--- config.mk ---
export PLATFORM = sky130hd
export DESIGN_NAME = sat_counter
export DESIGN_NICKNAME = d
export VERILOG_FILES = /design/src/rtl/unit_test_sat_counter.sv
export SDC_FILE = /design/constraint.sdc
export NUM_CORES = 1
export LEC_CHECK = 0
export ABC_AREA = 1
export BUFFER_PORTS_ARGS = -buffer_cell sky130_fd_sc_hd__buf_4
export CORE_AREA = 2 2 50 52
export CTS_CLUSTER_DIAMETER = 120
export DETAILED_ROUTE_END_ITERATION = 8
export DIE_AREA = 0 0 52 54
export PLACE_DENSITY_LB_ADDON = 0.3
export SLEW_MARGIN = 20
export SYNTH_ARGS = -nofsm -noshare
export SYNTH_HDL_FRONTEND = slang
export SYNTH_SLANG_ARGS = --single-unit
--- constraint.sdc ---
create_clock -name clk -period 1.5 [get_ports clk]
set_clock_uncertainty 0.1 [all_clocks]
set_input_delay 0.3 -clock clk [delete_from_list [all_inputs] [get_ports clk]]
set_output_delay 0.3 -clock clk [all_outputs]
set_load 0.01 [all_outputs]
--- src/rtl/unit_test_sat_counter.sv ---
// Increment-only counter that sticks at all-ones instead of wrapping.
module sat_counter #(
  parameter int WIDTH = 16
) (
  input  logic             clk,
  input  logic             resetn,
  input  logic             inc,
  output logic [WIDTH-1:0] cnt
);
  always_ff @(posedge clk or negedge resetn) begin
    if (!resetn)                 cnt <= '0;
    else if (inc && (cnt != '1)) cnt <= cnt + {{(WIDTH-1){1'b0}}, 1'b1};
  end
endmodule

==> flow_summary.ini <==
[clock_tree]
cts_buffer_depth = 2
insertion_delay_ns = 0.29
cts_root_buf = clkbuf_4
cts_buffers = 3
h-tree-depth = 1
cts_tree = yes
clock-sinks = 16
clk_pin_slew_ns = 0.10

[floorplanning]
fp.dieArea_sq_um = 2810
num_rows = 18
die_h_microns = 54
start_util_pct = 45.6
io_pins = 19
core_sq_um = 2320
die_x_microns = 52

[timing]
rsz0062_at_grt = yes
hold_viol = 0
period_minus_slack_ns = 1.44
fmax_ghz = 0.696
setup_viol_count_final = 0
slew_violations = 0
tns_ns = 0
min_period_over_period_pct = 95.7
relSlewSlack_pct = 83.5
whs_ns = 0.261
worst_pin_slew_ns = 0.247

[cells_and_area]
fill_cells = 204
largest_register_ffs = 16
drive_gt1_share_pct = 36.6
largest_register = cnt
area_growth_pct = 39.4
fin_cells = 221
reg_top3 = cnt: 16 flops
fin_util_pct = 63.6
antenna_cells = 0
layout.nets = 196

[routing]
via_per_inst = 5.02
dr_wl_met2_mm = 1.45
wl_mm = 2.75
drtIter0Drc = 18
wl_per_cell_microns = 12.4
drtPass1Iterations = 4
drt.antenna.violating_nets = 0
top_layer = met4
drc_errors = 0
vias = 1110
wl_met3_microns = 120
wl_met1_mm = 1.11

[pwr]
p_per_area_nw_per_um2 = 984
peakVddDrop_mv = 0.712
p_leak_nw = 0.697
finalPower_w = 0.00145

[worst_setup_path]
cp.buffers_inverters = 2
crit-reg2reg-launch = cnt[0]
critical_path.cell_chain = buf_4 > buf_4
cp.arrival_ns = 1.04
critPathCaptureType = output pin
critical_path.top_delay_family = flip-flops
critPathMaxStageDelay_ns = 0.44
start_kind = flip-flop
critPathKind = flip-flop to output pin
path_common_cell = buf_4
crit_start = cnt[0]
cp_slowest_cell = dfrtp_2
worstPathRequired_ns = 1.10
path_max_fanout = 6

[status]
status = finished, final reports clean

[yosys]
yosys.cell_types.count = 17
synth.avg_cell_area_sq_um = 7.10
ys_seq_elements = 16
syn_inst = 149
yosysMostFrequentCell = nand2_1
ys.flop_type = dfrtp_1
ys_seq_area_share_pct = 37.8
synth-async-reset-ratio_pct = 100
synth_edf_count = 0
yosysWarnings = 0
synth.area.top_cells = dfrtp_1 38%, nand2_1 23%, nor2_1 5.0%
synth_top_cell_area_share_pct = 37.8
syn_nets = 153
syn_area_sq_um = 1060
synth_top_area_cell = dfrtp_1
yosys-top-cells-count = 64 x nand2_1, 16 x dfrtp_1, 14 x nor2_1, 12 x inv_1

[global_route]
grt_max_degree = 17
grt_pass1_wl_mm = 4.39
grt_util_all_layers_pct = 21.2
grt_pass1_vias = 1065
grt.overflow.total = 0
antenna_found_initial = 0

[placed_design]
portBuffers = 18
dpl.cell_count = 202
dp_hpwl_mm = 1.81
gp_congestion = 0.850

[hold_path]
hp-class = input pin to flip-flop
hp-start = inc

[job]
maxCapViolations = 0
## path summary, 6_finish.rpt
check | to | cells after the start | slack (ns)
hold / removal | cnt[1] | 4 | 0.26
setup / recovery | cnt[0] | 2 | 0.06
min in group asynchronous | cnt[15] | 2 | 0.29
hold reg to reg | cnt[3] | 2 | 0.47
max in group asynchronous | cnt[12] | 2 | 0.80
setup reg to reg | cnt[9] | 9 | 0.07
## layer usage
metal | vias up | track usage, %
met5 | - | 0
met4 | 0 | 8.77
met3 | 8 | 4.44
met2 | 30 | 38.6
met1 | 520 | 23.9
li1 | 552 | -
## cells by family (layout without fill, tap and decap cells)
kind of cell / Yosys count / count (layout) / share of synthesized area, %
and+or+nand+nor: 102 / 102 / 44.3
DFF: 16 / 16 / 37.8
buffers and inverters: 15 / 57 / 6.74
AOI/OAI and AO/OA: 9 / 9 / 4.96
xor gates and xnor gates: 6 / 6 / 4.96
adders and majority gates: 1 / 1 / 1.18
## stage by stage
stage | instance area [sq um] | setup WS (ns)
4_1_cts | 1380 | 0.0109
3_3_place_gp | 1280 | 0.0171
2_1_floorplan | 1070 | 0.0245
6_report | 1480 | 0.0638
3_5_place_dp | 1280 | -0.0432
5_1_grt | 1480 | -0.0423
## where the power goes
| part | internal (W) | switching, W |
|---|---|---|
| logic | 0.000314 | 0.000305 |
| clock network | 0.000103 | 0.000138 |
| registers | 0.000511 | 0.0000794 |
| total | 0.000928 | 0.000523 |
## layout by cell type, fill, tap and decap left out, types with 2 or more instances in the layout
cell type / netlist / final
nand2_1: 64 / 63
buf_4: 0 / 36
inv_1: 12 / 12
dfrtp_1: 16 / 11
nor2_1: 14 / 9
nor2_4: 4 / 7
o21ai_0: 7 / 6
nand3_1: 7 / 6
xnor2_1: 5 / 5
nor2_2: 3 / 5
nand4_1: 5 / 5
dfrtp_2: 0 / 5
nand2_2: 4 / 4
clkbuf_4: 0 / 3
buf_6: 2 / 3
o21ai_2: 2 / 2
## repair_timing
action,CTS,global route
endpoints found under the hold margin,16,0
setup endpoints to repair,12,16
cloned,0,1
setup buffers,9,4
resized for setup,1,19
hold buffers,1,0
pin swaps,2,6
## final cells by class
class | count | area [sq um] | share of cell area, %
Multi-Input combinational cell | 118 | 639 | 43.3
Tap cell | 30 | 37.5 | 2.54
Clock buffer | 4 | 26.3 | 1.78
Inverter | 13 | 51.3 | 3.48
Timing Repair Buffer | 40 | 314 | 21.3
Sequential cell | 16 | 407 | 27.6
## worst reg2reg max path, cell delays in order, from the launching register on
cell	delay, ns
dfrtp_2	0.44
ha_4	0.18
inv_4	0.06
nor2_4	0.04
nand2_2	0.09
nor2_4	0.04
nor2_4	0.14
buf_6	0.14
nand2_1	0.05
o21ai_0	0.07
No activity file was read; power rests on OpenSTA's default activity.
